### config.mk
export PLATFORM = sky130hd
export DESIGN_NAME = k8088_memctl
export DESIGN_NICKNAME = d
export VERILOG_FILES = /design/src/rtl/k8088_memctl.sv
export SDC_FILE = /design/constraint.sdc
export NUM_CORES = 1
export LEC_CHECK = 0
export BUFFER_PORTS_ARGS = -buffer_cell sky130_fd_sc_hd__buf_2
export CORE_AREA = 5 5 98 100
export DETAILED_ROUTE_END_ITERATION = 7
export DIE_AREA = 0 0 103 105
export PLACE_DENSITY = 0.69
export SLEW_MARGIN = 15
export SYNTH_ARGS = -nofsm -noshare
export SYNTH_HDL_FRONTEND = slang
export SYNTH_SLANG_ARGS = --single-unit
### constraint.sdc
create_clock -name clock -period 4.6 [get_ports clock]
set_input_delay 1.38 -clock clock [delete_from_list [all_inputs] [get_ports clock]]
set_output_delay 1.38 -clock clock [all_outputs]
set_load 0.01 [all_outputs]
### src/rtl/k8088_memctl.sv
// Memory-side responder for the k8088 CPU bus: internal boot ROM, external async SRAM
// with programmable wait states, and a single-entry read latch that serves repeat reads.
module k8088_memctl #(
   parameter int unsigned SRAM_WAIT  = 2,
   parameter logic [3:0]  ROM_NIBBLE = 4'hF
) (
   input  logic        clock,
   input  logic        reset_n,
   input  logic [19:0] cpu_address,
   input  logic [7:0]  cpu_out,
   input  logic        cpu_we,
   output logic [7:0]  cpu_in,
   output logic        chipen,
   output logic [15:0] rom_addr,
   input  logic [7:0]  rom_q,
   output logic [19:0] sram_addr,
   output logic [7:0]  sram_dout,
   input  logic [7:0]  sram_din,
   output logic        sram_we_n,
   output logic        sram_oe_n
);

   localparam int unsigned ADDR_W = 20;
   localparam int unsigned DATA_W = 8;
   localparam int unsigned ROM_W  = 16;
   localparam int unsigned CNT_W  = 4;

   typedef enum logic [1:0] {IDLE, ROM_RD, SRAM_RD, SRAM_WR} state_t;

   state_t              state_q, state_d;
   logic                tag_valid_q, tag_valid_d;
   logic [ADDR_W-1:0]   tag_addr_q, tag_addr_d;
   logic [DATA_W-1:0]   tag_data_q, tag_data_d;
   logic                wr_done_q, wr_done_d;
   logic [CNT_W-1:0]    cnt_q, cnt_d;
   logic                sram_we_n_q, sram_we_n_d;
   logic                sram_oe_n_q, sram_oe_n_d;
   logic [ADDR_W-1:0]   sram_addr_q, sram_addr_d;
   logic [DATA_W-1:0]   sram_dout_q, sram_dout_d;
   logic [ROM_W-1:0]    rom_addr_q, rom_addr_d;

   logic rom_sel_c;
   logic hit_c;

   assign rom_sel_c = (cpu_address[19:16] == ROM_NIBBLE);
   assign hit_c     = tag_valid_q && (cpu_address == tag_addr_q);

   // CPU advances only from IDLE: a finished write or a latch hit
   assign chipen = reset_n && (state_q == IDLE) &&
                   ((cpu_we && wr_done_q) || (!cpu_we && hit_c));

   assign cpu_in    = tag_data_q;
   assign rom_addr  = rom_addr_q;
   assign sram_addr = sram_addr_q;
   assign sram_dout = sram_dout_q;
   assign sram_we_n = sram_we_n_q;
   assign sram_oe_n = sram_oe_n_q;

   // Next-state and datapath updates
   always_comb begin
      state_d     = state_q;
      tag_valid_d = tag_valid_q;
      tag_addr_d  = tag_addr_q;
      tag_data_d  = tag_data_q;
      wr_done_d   = wr_done_q;
      cnt_d       = cnt_q;
      sram_we_n_d = sram_we_n_q;
      sram_oe_n_d = sram_oe_n_q;
      sram_addr_d = sram_addr_q;
      sram_dout_d = sram_dout_q;
      rom_addr_d  = rom_addr_q;

      case (state_q)
         IDLE: begin
            if (cpu_we) begin
               if (wr_done_q) begin
                  wr_done_d = 1'b0;
               end else if (rom_sel_c) begin
                  // ROM is read-only; the write is acknowledged and dropped
                  wr_done_d = 1'b1;
               end else begin
                  sram_addr_d = cpu_address;
                  sram_dout_d = cpu_out;
                  sram_we_n_d = 1'b0;
                  cnt_d       = CNT_W'(SRAM_WAIT - 1);
                  state_d     = SRAM_WR;
               end
            end else if (!hit_c) begin
               tag_addr_d  = cpu_address;
               tag_valid_d = 1'b0;
               if (rom_sel_c) begin
                  rom_addr_d = cpu_address[15:0];
                  state_d    = ROM_RD;
               end else begin
                  sram_addr_d = cpu_address;
                  sram_oe_n_d = 1'b0;
                  cnt_d       = CNT_W'(SRAM_WAIT - 1);
                  state_d     = SRAM_RD;
               end
            end
         end
         ROM_RD: begin
            tag_data_d  = rom_q;
            tag_valid_d = 1'b1;
            state_d     = IDLE;
         end
         SRAM_RD: begin
            if (cnt_q != '0) begin
               cnt_d = cnt_q - CNT_W'(1);
            end else begin
               tag_data_d  = sram_din;
               tag_valid_d = 1'b1;
               sram_oe_n_d = 1'b1;
               state_d     = IDLE;
            end
         end
         SRAM_WR: begin
            if (cnt_q != '0) begin
               cnt_d = cnt_q - CNT_W'(1);
            end else begin
               sram_we_n_d = 1'b1;
               wr_done_d   = 1'b1;
               state_d     = IDLE;
               // Keep the read latch coherent with the byte just written
               if (tag_valid_q && (sram_addr_q == tag_addr_q)) begin
                  tag_data_d = sram_dout_q;
               end
            end
         end
         default: begin
            state_d = IDLE;
         end
      endcase
   end

   // State register with synchronous active-low reset
   always_ff @(posedge clock) begin
      if (!reset_n) begin
         state_q     <= IDLE;
         tag_valid_q <= 1'b0;
         tag_addr_q  <= '0;
         tag_data_q  <= '0;
         wr_done_q   <= 1'b0;
         cnt_q       <= '0;
         sram_we_n_q <= 1'b1;
         sram_oe_n_q <= 1'b1;
         sram_addr_q <= '0;
         sram_dout_q <= '0;
         rom_addr_q  <= '0;
      end else begin
         state_q     <= state_d;
         tag_valid_q <= tag_valid_d;
         tag_addr_q  <= tag_addr_d;
         tag_data_q  <= tag_data_d;
         wr_done_q   <= wr_done_d;
         cnt_q       <= cnt_d;
         sram_we_n_q <= sram_we_n_d;
         sram_oe_n_q <= sram_oe_n_d;
         sram_addr_q <= sram_addr_d;
         sram_dout_q <= sram_dout_d;
         rom_addr_q  <= rom_addr_d;
      end
   end

endmodule

Word level (Yosys, flattened, before mapping)
Index checks and enable logic that the tools add are counted.
- register bits: 82
- output and inout bits: 55
- word-level logic and storage cells: 100
- add/subtract/negate cells: 1
- eq/ne operators: 21
- multiplexer cells: 36
- bitwise operators: 4
- reductions and logical operators: 27
- operators by type and width (operator ; number):
    $mux W20 ; 4
    $eq A20 B20 Y1 ; 2
    $mux W8 ; 3
    $pmux W8 S3 ; 1
    $reduce_and A4 Y1 ; 6
    $ne A2 B2 Y1 const B ; 11
    $mux W4 ; 5
    $mux W2 ; 6
    $mux W1 ; 11
    $reduce_and A5 Y1 ; 2
    $ne A3 B3 Y1 const B ; 3
    $reduce_and A3 Y1 ; 3
    $pmux W4 S2 ; 1
    $logic_and A1 B1 Y1 ; 6
    $pmux W1 S2 ; 3
    $pmux W2 S3 ; 1
    $reduce_bool A2 Y1 ; 3
    $reduce_bool A3 Y1 ; 2
    $eq A2 B2 Y1 const B ; 2
    $eq A4 B4 Y1 const B ; 1
    $not A1 Y1 ; 4
    $reduce_bool A4 Y1 ; 1
    $sub A4 B1 Y4 const B ; 1
    $pmux W1 S3 ; 1
    other kinds (6) ; 6

Logic depth before layout (Yosys ltp)
Gate-level depths: netlist of run 1.
- word-level depth: 5
- gate-level depth with buffers: 9
- gate-level depth less buffers: 8

Worst setup path after synthesis of run 1
OpenSTA, ideal clock, no wires.
- kind: in2out
- from: input cpu_address[9]
- to: output chipen
- data arrival time: 2701 ps
- required time: 3220 ps
- setup slack: 519 ps
- stages on the path: 6
- cell sequence: xnor2_1 nand4_1 or4_4 or2_1 o21ai_0 and3_1
- cells in the longest elaborated chain, start to end: 5
- ends and longest elaborated chain (what ; line ; text):
    start: declaration ; 9 ; input logic [19:0] cpu_address,
    $eq A20 B20 Y1 ; 46 ; assign hit_c = tag_valid_q && (cpu_address == tag_addr_q);
    $logic_and A1 B1 Y1 ; 46 ;
    $logic_and A1 B1 Y1 ; 50 ; ((cpu_we && wr_done_q) || (!cpu_we && hit_c));
    $logic_or A1 B1 Y1 ; 50 ;
    $logic_and A1 B1 Y1 ; 49 ; assign chipen = reset_n && (state_q == IDLE) &&
    end: declaration ; 13 ; output logic chipen,
Every way passes these cells.

Worst setup path in the final report of run 1
- from: input cpu_address[19]
- to: output chipen
Same word-level chain as after synthesis.

==> results of run 1 <==
==> registers in the layout, indices dropped and copies added, names as in the netlist <==
register     count
sram_oe_n        1
state_q          2
sram_addr       20
sram_dout        8
rom_addr        16
cpu_in           8
sram_we_n        1
tag_addr_q      20
wr_done_q        1
cnt_q            4
tag_valid_q      1
==> power breakdown <==
group | leakage [nW] | switching (W) | total [W] | internal, W
clock | 0.0899 | 0.000264 | 0.000478 | 0.000214
sequential | 0.672 | 0.000139 | 0.00101 | 0.000875
combinational | 1.19 | 0.000558 | 0.000998 | 0.000440
total | 1.95 | 0.000961 | 0.00249 | 0.00153
==> worst min path at each step <==
stage / start / endpoint / slack, ns / depth (start not counted)
after floorplan: tag_valid_q / tag_valid_q / 0.45 / 2
after global placement: rom_addr[1] / rom_addr[1] / 0.44 / 2
after detailed placement: rom_addr[9] / rom_addr[9] / 0.45 / 2
after CTS: rom_addr[5] / rom_addr[5] / 0.46 / 2
after global routing: rom_addr[0] / rom_addr[0] / 0.46 / 2
final: rom_addr[5] / rom_addr[5] / 0.46 / 2
==> cells by family after synthesis <==
group / count (synthesis)
simple gates: 154
buf+inv: 32
compound gates: 65
mux: 48
flops: 82
fa+ha+maj: 5
xor+xnor: 40
==> worst max-delay path, cell delays in order <==
cell and delay [ns]:
buf_2 0.14, xor2_1 0.16, nor4_1 0.50, nand2_1 0.19
or2_1 0.29, o21ai_0 0.15, and3_1 0.17, buf_2 0.13
==> metrics by stage <==
stage / instance area, sq um / setup WS (ns) / utilization / hold slack, ns
after detailed placement: 4362 / 0.1174 / 0.5076 / 0.4464
final: 4551 / 0.1019 / 0.5296 / 0.4579
after global placement: 4362 / 0.1241 / 0.5076 / 0.4413
after CTS: 4542 / 0.1154 / 0.5285 / 0.4608
after floorplan: 3795 / 0.5191 / - / 0.4515
after global routing: 4551 / 0.01660 / 0.5296 / 0.4648
==> routing by layer <==
metal	part of all wire	global-route usage	vias to the layer above
met5	0	0	-
met4	0.011	0.05643	0
met3	0.057	0.03531	9
met2	0.47	0.2635	84
met1	0.46	0.2358	1471
li1	-	-	1665
==> cell type report <==
cell class,instances,area [sq um],area share
multi-input combinational,312,2028,0.4457
sequential,82,1642,0.3607
timing repair buffer,106,543.0,0.1193
clock buffer,11,141.4,0.03107
tap,108,135.1,0.02969
clock inverter,5,38.79,0.008524
inverter,6,22.52,0.004949
==> cell usage after synthesis (2+ instances only) <==
| library cell | instances | share of area |
|---|---|---|
| mux2i_1 | 48 | 0.13 |
| nand2_1 | 66 | 0.065 |
| o31ai_1 | 8 | 0.016 |
| a22o_1 | 8 | 0.018 |
| inv_1 | 6 | 0.0059 |
| nand3_1 | 33 | 0.044 |
| buf_6 | 2 | 0.0059 |
| nor2_1 | 25 | 0.025 |
| a211oi_1 | 2 | 0.0040 |
| nand4_1 | 8 | 0.013 |
| buf_1 | 2 | 0.0020 |
| clkbuf_1 | 21 | 0.021 |
| a21oi_1 | 12 | 0.016 |
| ha_1 | 5 | 0.016 |
| or2_2 | 3 | 0.0049 |
| o21ai_0 | 24 | 0.032 |
| o21a_1 | 2 | 0.0040 |
| xor2_1 | 8 | 0.018 |
| nor3b_1 | 2 | 0.0040 |
| a21boi_0 | 2 | 0.0040 |
| xnor2_1 | 32 | 0.074 |
| nor4_1 | 4 | 0.0066 |
| dfxtp_1 | 82 | 0.43 |
| and3_1 | 3 | 0.0049 |
| nor3_1 | 5 | 0.0066 |
==> flow_metrics.py, run 1 <==
metrics = {
    "floorplanning": {
        "die_w_microns": 103,
        "die-area_sq_um": 10820,
        "num_rows": 34,
        "core_area_sq_um": 8593,
        "ioPinCount": 102,
        "start_util": 0.4416,
        "die_h_microns": 105,
    },
    "place": {
        "place_inst": 614,
        "dp_hpwl_microns": 6787,
        "io_buffers": 101,
        "gp_congestion": 0.8070,
    },
    "yosys": {
        "synthFlopType": "dfxtp_1",
        "synth_edf_count": 0,
        "synth_cells": 426,
        "synthAdderAreaFrac": 0.01649,
        "muxShareOfSynthArea": 0.1266,
        "synth-simple-area-share": 0.1860,
        "synth_xor_xnor_area_share": 0.09232,
        "synthArstFlopShare": 0,
        "yosysUniqueCellTypes": 38,
        "yosys_warnings": 0,
        "synth_area_per_cell_sq_um": 8.908,
        "synth-compound-area-share": 0.1101,
        "syn_nets": 478,
        "yosysSeqAreaShare": 0.4326,
        "syn_area_sq_um": 3795,
        "synth-seq-cells": 82,
        "synth_top_family_by_area": "simple AND/OR/NAND/NOR gates",
    },
    "clock_network": {
        "cts_tree": "done",
        "postCtsSetupBuffers": 0,
        "cts.sinks": 82,
        "numCtsBuffers": 9,
        "root_buffer": "clkbuf_8",
        "postCtsResizedCells": 0,
        "insertion_delay_ns": 0.35,
        "clkSlewWorstSetupHoldPaths_ns": 0.09,
        "cts_hold_buf": 0,
        "h-tree-depth": 3,
        "cts_max_path_buffers": 2,
    },
    "hold_path": {
        "hp-class": "register to register",
    },
    "pwr": {
        "p_leak_nw": 1.948,
        "p_total_w": 0.002489,
        "ir_drop_v": 0.0002113,
        "p_per_area_nw_per_um2": 547.1,
    },
    "global_routing": {
        "grt_max_degree": 95,
        "overflow": 0,
        "grt_pass1_wl_microns": 14940,
        "grt_pass1_vias": 3048,
        "grtUsageTotal": 0.1706,
        "antenna_found_initial": 0,
    },
    "setup_path": {
        "cp_max_fo": 4,
        "reg2reg_to": "cpu_in[0]",
        "endpoint_kind": "output pin",
        "start_kind": "input port",
        "rr_worst_depth": 8,
        "worstPathRequired_ns": 3.22,
        "worstPathArrival_ns": 3.12,
        "r2r_slack_ns": 2.09,
        "criticalPathCategory": "input port to output pin",
        "reg2reg_from": "state_q[1]",
        "cp-endpoint": "chipen",
        "crit_start": "cpu_address[19]",
    },
    "sta": {
        "setup_viol": 0,
        "finalSetupTns_ns": 0,
        "max_clock_freq_mhz": 222.3,
        "worst_slew_pin_slew_ns": 0.9295,
        "finalHoldViolCount": 0,
        "timing_max_transition_violations_final": 0,
        "max_slew_margin": 0.3803,
        "final.period_utilization": 0.9778,
        "post-route-min-period_ns": 4.498,
        "grt_setup_unrepaired": "false",
        "final.setup_skew_ns": 0.01099,
    },
    "cells_and_area": {
        "n_fill_cell": 801,
        "final_cells": 630,
        "area_growth_pct": 19.91,
        "layout-drive-gt1-share": 0.2490,
        "n_antenna_cell": 0,
        "mostFrequentLayoutCells": "buf_2 (101), dfxtp_1 (82), nand2_1 (66)",
        "final_nets": 569,
        "final_common_cell": "buf_2",
    },
    "outcome": {
        "status": "finished clean",
    },
    "route": {
        "ant_nets": 0,
        "wl_microns": 9276,
        "routed_via_density": 5.125,
        "drtIter0Drc": 126,
        "vias": 3229,
        "wl_per_cell_microns": 14.72,
        "first_pass_iters": 4,
        "drc_errors": 0,
    },
    "run": {
        "cap_violations": 0,
    },
}
Note: power is estimated with default switching activity, not from simulation.
==> run 2: changes to the inputs <==
MAX_ROUTING_LAYER = met4   (was unset)
==> run 2 against run 1 <==
Hold slack is essentially flat; power hardly changed; combinational power hardly changed; clock power about the same; clock skew hardly changed; register-to-register slack is essentially flat; sequential power barely moved; clock-buffer cell count unchanged; design area unchanged; utilization unchanged; critical path type unchanged; largest cell class unchanged; largest power group unchanged.
==> flow_metrics.py, run 2 (synthesized netlist as in run 1, its figures left out) <==
metrics = {
    "global_routing": {
        "grt_max_degree": 95,
        "grt_pass1_vias": 3051,
        "grtUsageTotal": 0.1758,
        "overflow": 0,
        "antenna_found_initial": 0,
        "grt_pass1_wl_microns": 14920,
    },
    "outcome": {
        "status": "finished clean",
    },
    "place": {
        "dp_hpwl_microns": 6787,
        "gp_congestion": 0.8188,
        "io_buffers": 101,
        "post-place-ws_ns": 0.1174,
    },
    "setup_path": {
        "path_buf_inv": 2,
        "worstPathArrival_ns": 3.11,
        "crit_start": "cpu_address[19]",
        "start_kind": "input port",
        "criticalPathCategory": "input port to output pin",
        "slowest_delay_ns": 0.50,
        "cpMaxStageDelayCell": "nor4_1",
        "worstPathCellList": "buf_2 > xor2_1 > nor4_1 > nand2_1 > or2_1 > o21ai_0 > and3_1 > buf_2",
        "reg2reg_from": "state_q[1]",
        "crit_top_cell": "buf_2",
        "crit_family": "simple AND/OR/NAND/NOR gates",
        "endpoint_kind": "output pin",
        "worstPathRequired_ns": 3.22,
        "cp_max_fo": 4,
    },
    "clock_network": {
        "cts_hold_buf": 0,
        "h-tree-depth": 3,
        "postCtsSetupBuffers": 0,
        "cts.sinks": 82,
        "cts_tree": "done",
        "root_buffer": "clkbuf_8",
        "numCtsBuffers": 9,
        "postCtsResizedCells": 0,
        "clkSlewWorstSetupHoldPaths_ns": 0.09,
        "insertion_delay_ns": 0.35,
        "cts_max_path_buffers": 2,
    },
    "route": {
        "routed_via_density": 5.116,
        "first_pass_iters": 4,
        "drtIter0Drc": 162,
        "vias": 3223,
        "ant_nets": 0,
        "drc_errors": 0,
        "wl_per_cell_microns": 14.71,
        "wl_microns": 9266,
    },
    "pwr": {
        "p_per_area_nw_per_um2": 547.4,
        "p_leak_nw": 1.948,
        "p_total_w": 0.002491,
        "ir_drop_v": 0.0002120,
    },
    "sta": {
        "final.period_utilization": 0.9766,
        "setup_viol": 0,
        "finalHoldViolCount": 0,
        "timing_max_transition_violations_final": 0,
        "setup_slack_ns": 0.1077,
        "max_clock_freq_mhz": 222.6,
        "worst_slew_pin_slew_ns": 0.9247,
        "post-route-min-period_ns": 4.492,
        "final.setup_skew_ns": 0.01110,
        "grt_setup_unrepaired": "false",
        "max_slew_margin": 0.3836,
        "finalSetupTns_ns": 0,
    },
    "floorplanning": {
        "core_area_sq_um": 8593,
        "die-area_sq_um": 10820,
        "die_w_microns": 103,
        "ioPinCount": 102,
        "die_h_microns": 105,
        "start_util": 0.4416,
        "num_rows": 34,
    },
    "hold_path": {
        "hp-class": "register to register",
        "worstHoldStart": "rom_addr[5]",
    },
    "cells_and_area": {
        "n_antenna_cell": 0,
        "final_nets": 569,
        "mostFrequentLayoutCells": "buf_2 (101), dfxtp_1 (82), nand2_1 (66)",
        "area_growth_pct": 19.91,
        "fin_util": 0.5296,
        "final_common_cell": "buf_2",
        "layout-drive-gt1-share": 0.2490,
    },
    "run": {
        "cap_violations": 0,
    },
}
-- run 2: worst min-delay path, stage by stage, from the launching register on --
cell	delay (ns)
dfxtp_1	0.32
nand2_1	0.05
mux2i_1	0.05
-- run 2: routing by layer --
metal	GRT usage	up-vias	routed length (microns)
met5	-	-	0
met4	0.05643	0	93
met3	0.03531	7	511
met2	0.2640	91	4318
met1	0.2362	1464	4342
li1	-	1661	-
-- run 2: per-stage QoR --
| step | cells | area (sq um) | hold slack, ns |
|---|---|---|---|
| after floorplan | 426 | 3795 | 0.4515 |
| after global placement | 614 | 4362 | 0.4413 |
| after detailed placement | 614 | 4362 | 0.4464 |
| after CTS | 630 | 4542 | 0.4608 |
| after global routing | 630 | 4551 | 0.4648 |
| final | 630 | 4551 | 0.4578 |
-- run 2: path summary, 6_finish.rpt --
path	depth (start not counted)	slack [ns]	to
worst max-delay path	8	0.11	chipen
worst min-delay path	2	0.46	rom_addr[5]
worst max register to register	8	2.08	cpu_in[0]
worst min register to register	2	0.46	rom_addr[5]
-- run 2: cell type report --
type                    count  area [sq um]
multi-input cells         312          2028
flip-flops and latches     82          1642
clock inverters             5         38.79
repair buffers            106         543.0
clock buffers              11         141.4
well taps                 108         135.1
fillers                   801          4043
inverters                   6         22.52
-- run 2: power by group --
part | switching (W) | total [W] | internal (W) | leakage, nW
combinational | 0.000559 | 0.000999 | 0.000440 | 1.19
clock | 0.000265 | 0.000479 | 0.000214 | 0.0899
sequential | 0.000139 | 0.00101 | 0.000875 | 0.672
total | 0.000962 | 0.00249 | 0.00153 | 1.95
==> run 3: changes to the inputs <==
CELL_PAD_IN_SITES_DETAIL_PLACEMENT = 0   (was unset)
CELL_PAD_IN_SITES_GLOBAL_PLACEMENT = 1   (was unset)
CORE_AREA = 5 5 102 104   (was 5 5 98 100)
DIE_AREA = 0 0 107 109   (was 0 0 103 105)
PLACE_DENSITY = unset   (was 0.69)
PLACE_DENSITY_LB_ADDON = 0.1   (was unset)
==> run 3 against run 2 <==
Non-clock buffer count is 6 higher; utilization is 3.9 points lower; power is 4.9% higher; fmax is 0.35% higher; combinational power hardly changed; clock skew is 0.0050 ns lower; hold slack worse by 0.0021 ns.
==> flow_metrics.py, run 3 (synthesized netlist as in run 1, its figures left out) <==
metrics = {
    "outcome": {
        "status": "finished clean",
    },
    "sta": {
        "finalSetupTns_ns": 0,
        "max_slew_margin": 0.4230,
        "timing_max_transition_violations_final": 0,
        "setup_viol": 0,
        "worst_slew_pin_slew_ns": 0.8608,
        "max_clock_freq_mhz": 223.4,
        "final.setup_skew_ns": 0.006146,
        "final.period_utilization": 0.9732,
        "whs_ns": 0.4556,
        "finalHoldViolCount": 0,
        "post-route-min-period_ns": 4.477,
        "grt_setup_unrepaired": "false",
    },
    "cells_and_area": {
        "area_growth_pct": 22.22,
        "layout-drive-gt1-share": 0.2538,
        "n_fill_cell": 982,
        "final_common_cell": "buf_2",
        "n_antenna_cell": 0,
        "final_nets": 575,
        "mostFrequentLayoutCells": "buf_2 (101), dfxtp_1 (82), nand2_1 (66)",
    },
    "pwr": {
        "p_leak_nw": 1.996,
        "p_total_w": 0.002614,
        "p_per_area_nw_per_um2": 563.5,
        "ir_drop_v": 0.0001976,
    },
    "global_routing": {
        "grtUsageTotal": 0.1767,
        "grt_pass1_wl_microns": 15590,
        "antenna_found_initial": 0,
        "grt_max_degree": 60,
        "overflow": 0,
        "grt_pass1_vias": 3039,
    },
    "floorplanning": {
        "ioPinCount": 102,
        "start_util": 0.4012,
        "num_rows": 36,
        "die-area_sq_um": 11660,
        "die_h_microns": 109,
        "core_area_sq_um": 9459,
        "die_w_microns": 107,
    },
    "hold_path": {
        "min_path_cells": 2,
        "hp-class": "register to register",
        "worstHoldStart": "rom_addr[11]",
        "min_to": "rom_addr[11]",
    },
    "clock_network": {
        "clkSlewWorstSetupHoldPaths_ns": 0.08,
        "postCtsSetupBuffers": 0,
        "h-tree-depth": 3,
        "cts_tree": "done",
        "insertion_delay_ns": 0.35,
        "postCtsResizedCells": 0,
        "cts.sinks": 82,
        "cts_max_path_buffers": 2,
        "cts_hold_buf": 0,
        "root_buffer": "clkbuf_8",
        "numCtsBuffers": 9,
    },
    "setup_path": {
        "crit_top_cell": "buf_2",
        "worstPathCellList": "buf_2 > xnor2_1 > nand4_1 > or4_4 > or2_1 > o21ai_0 > and3_1 > buf_2",
        "crit_family": "simple AND/OR/NAND/NOR gates",
        "cp_max_fo": 3,
        "slowest_delay_ns": 0.53,
        "worstPathRequired_ns": 3.22,
        "crit_start": "cpu_address[9]",
        "worstPathArrival_ns": 3.10,
        "r2r_slack_ns": 2.05,
        "criticalPathCategory": "input port to output pin",
        "reg2reg_from": "tag_addr_q[9]",
        "rr_worst_depth": 7,
        "endpoint_kind": "output pin",
        "reg2reg_to": "sram_addr[9]",
        "start_kind": "input port",
        "cpMaxStageDelayCell": "or4_4",
        "path_buf_inv": 2,
    },
    "route": {
        "first_pass_iters": 4,
        "wl_microns": 9928,
        "vias": 3271,
        "wl_per_cell_microns": 15.46,
        "ant_nets": 0,
        "drtIter0Drc": 231,
        "drc_errors": 0,
        "routed_via_density": 5.095,
    },
    "run": {
        "cap_violations": 0,
    },
    "place": {
        "dp_hpwl_microns": 7222,
        "io_buffers": 101,
        "gp_congestion": 0.7657,
    },
}
## run 3: cell count changes in the layout (fill, tap and decap cells not counted)
cell,before,now
buf_4,5,11
clkbuf_1,1,4
bufinv_16,0,2
clkinv_4,2,0
clkinv_2,1,0
clkinvlp_4,1,0
inv_6,1,0
nor2_2,0,1
nor2_4,1,0
xnor2_1,32,31
xnor2_2,0,1
## run 3: cell type report
class	count	area (sq um)	share of cell area
multi-input combinational	312	2031	0.4378
tap	114	142.6	0.03075
sequential	82	1642	0.3539
inverter	6	22.52	0.004856
timing repair buffer	112	588.1	0.1268
clock inverter	2	60.06	0.01295
clock buffer	14	152.6	0.03291
## run 3: worst register-to-register path, stage by stage (launching register included)
cell and delay [ns]:
dfxtp_1 0.39, xnor2_1 0.16, nand4_1 0.16, or4_4 0.53, or2_1 0.25, o2111a_1 0.48, buf_4 0.32, mux2i_1 0.14
## run 3: through the flow
stage	cells	instance area [sq um]	setup WS (ns)	utilization
after floorplan	426	3795	0.5191	-
after detailed placement	626	4414	0.09750	0.4667
after global routing	642	4638	0.008636	0.4903
final	642	4638	0.1232	0.4903
after CTS	642	4627	0.09225	0.4892
after global placement	626	4414	0.08886	0.4667
## run 3: worst max path at each step
stage | endpoint | slack (ns) | cells past startpoint
after floorplan | chipen | 0.52 | 6
after global placement | chipen | 0.09 | 8
after detailed placement | chipen | 0.1 | 8
after CTS | chipen | 0.09 | 8
after global routing | chipen | 0.009 | 8
final | chipen | 0.12 | 8
## run 3: metal layers
layer / global-route usage / vias up / part of all wire
met5: - / - / 0
met4: 0.06575 / 0 / 0.016
met3: 0.03256 / 15 / 0.049
met2: 0.2684 / 94 / 0.46
met1: 0.2357 / 1492 / 0.47
li1: - / 1670 / -
## run 3: where the power goes
part	internal, W	switching, W	total, W
clock	0.000322	0.000250	0.000572
combinational	0.000448	0.000578	0.00103
sequential	0.000875	0.000142	0.00102
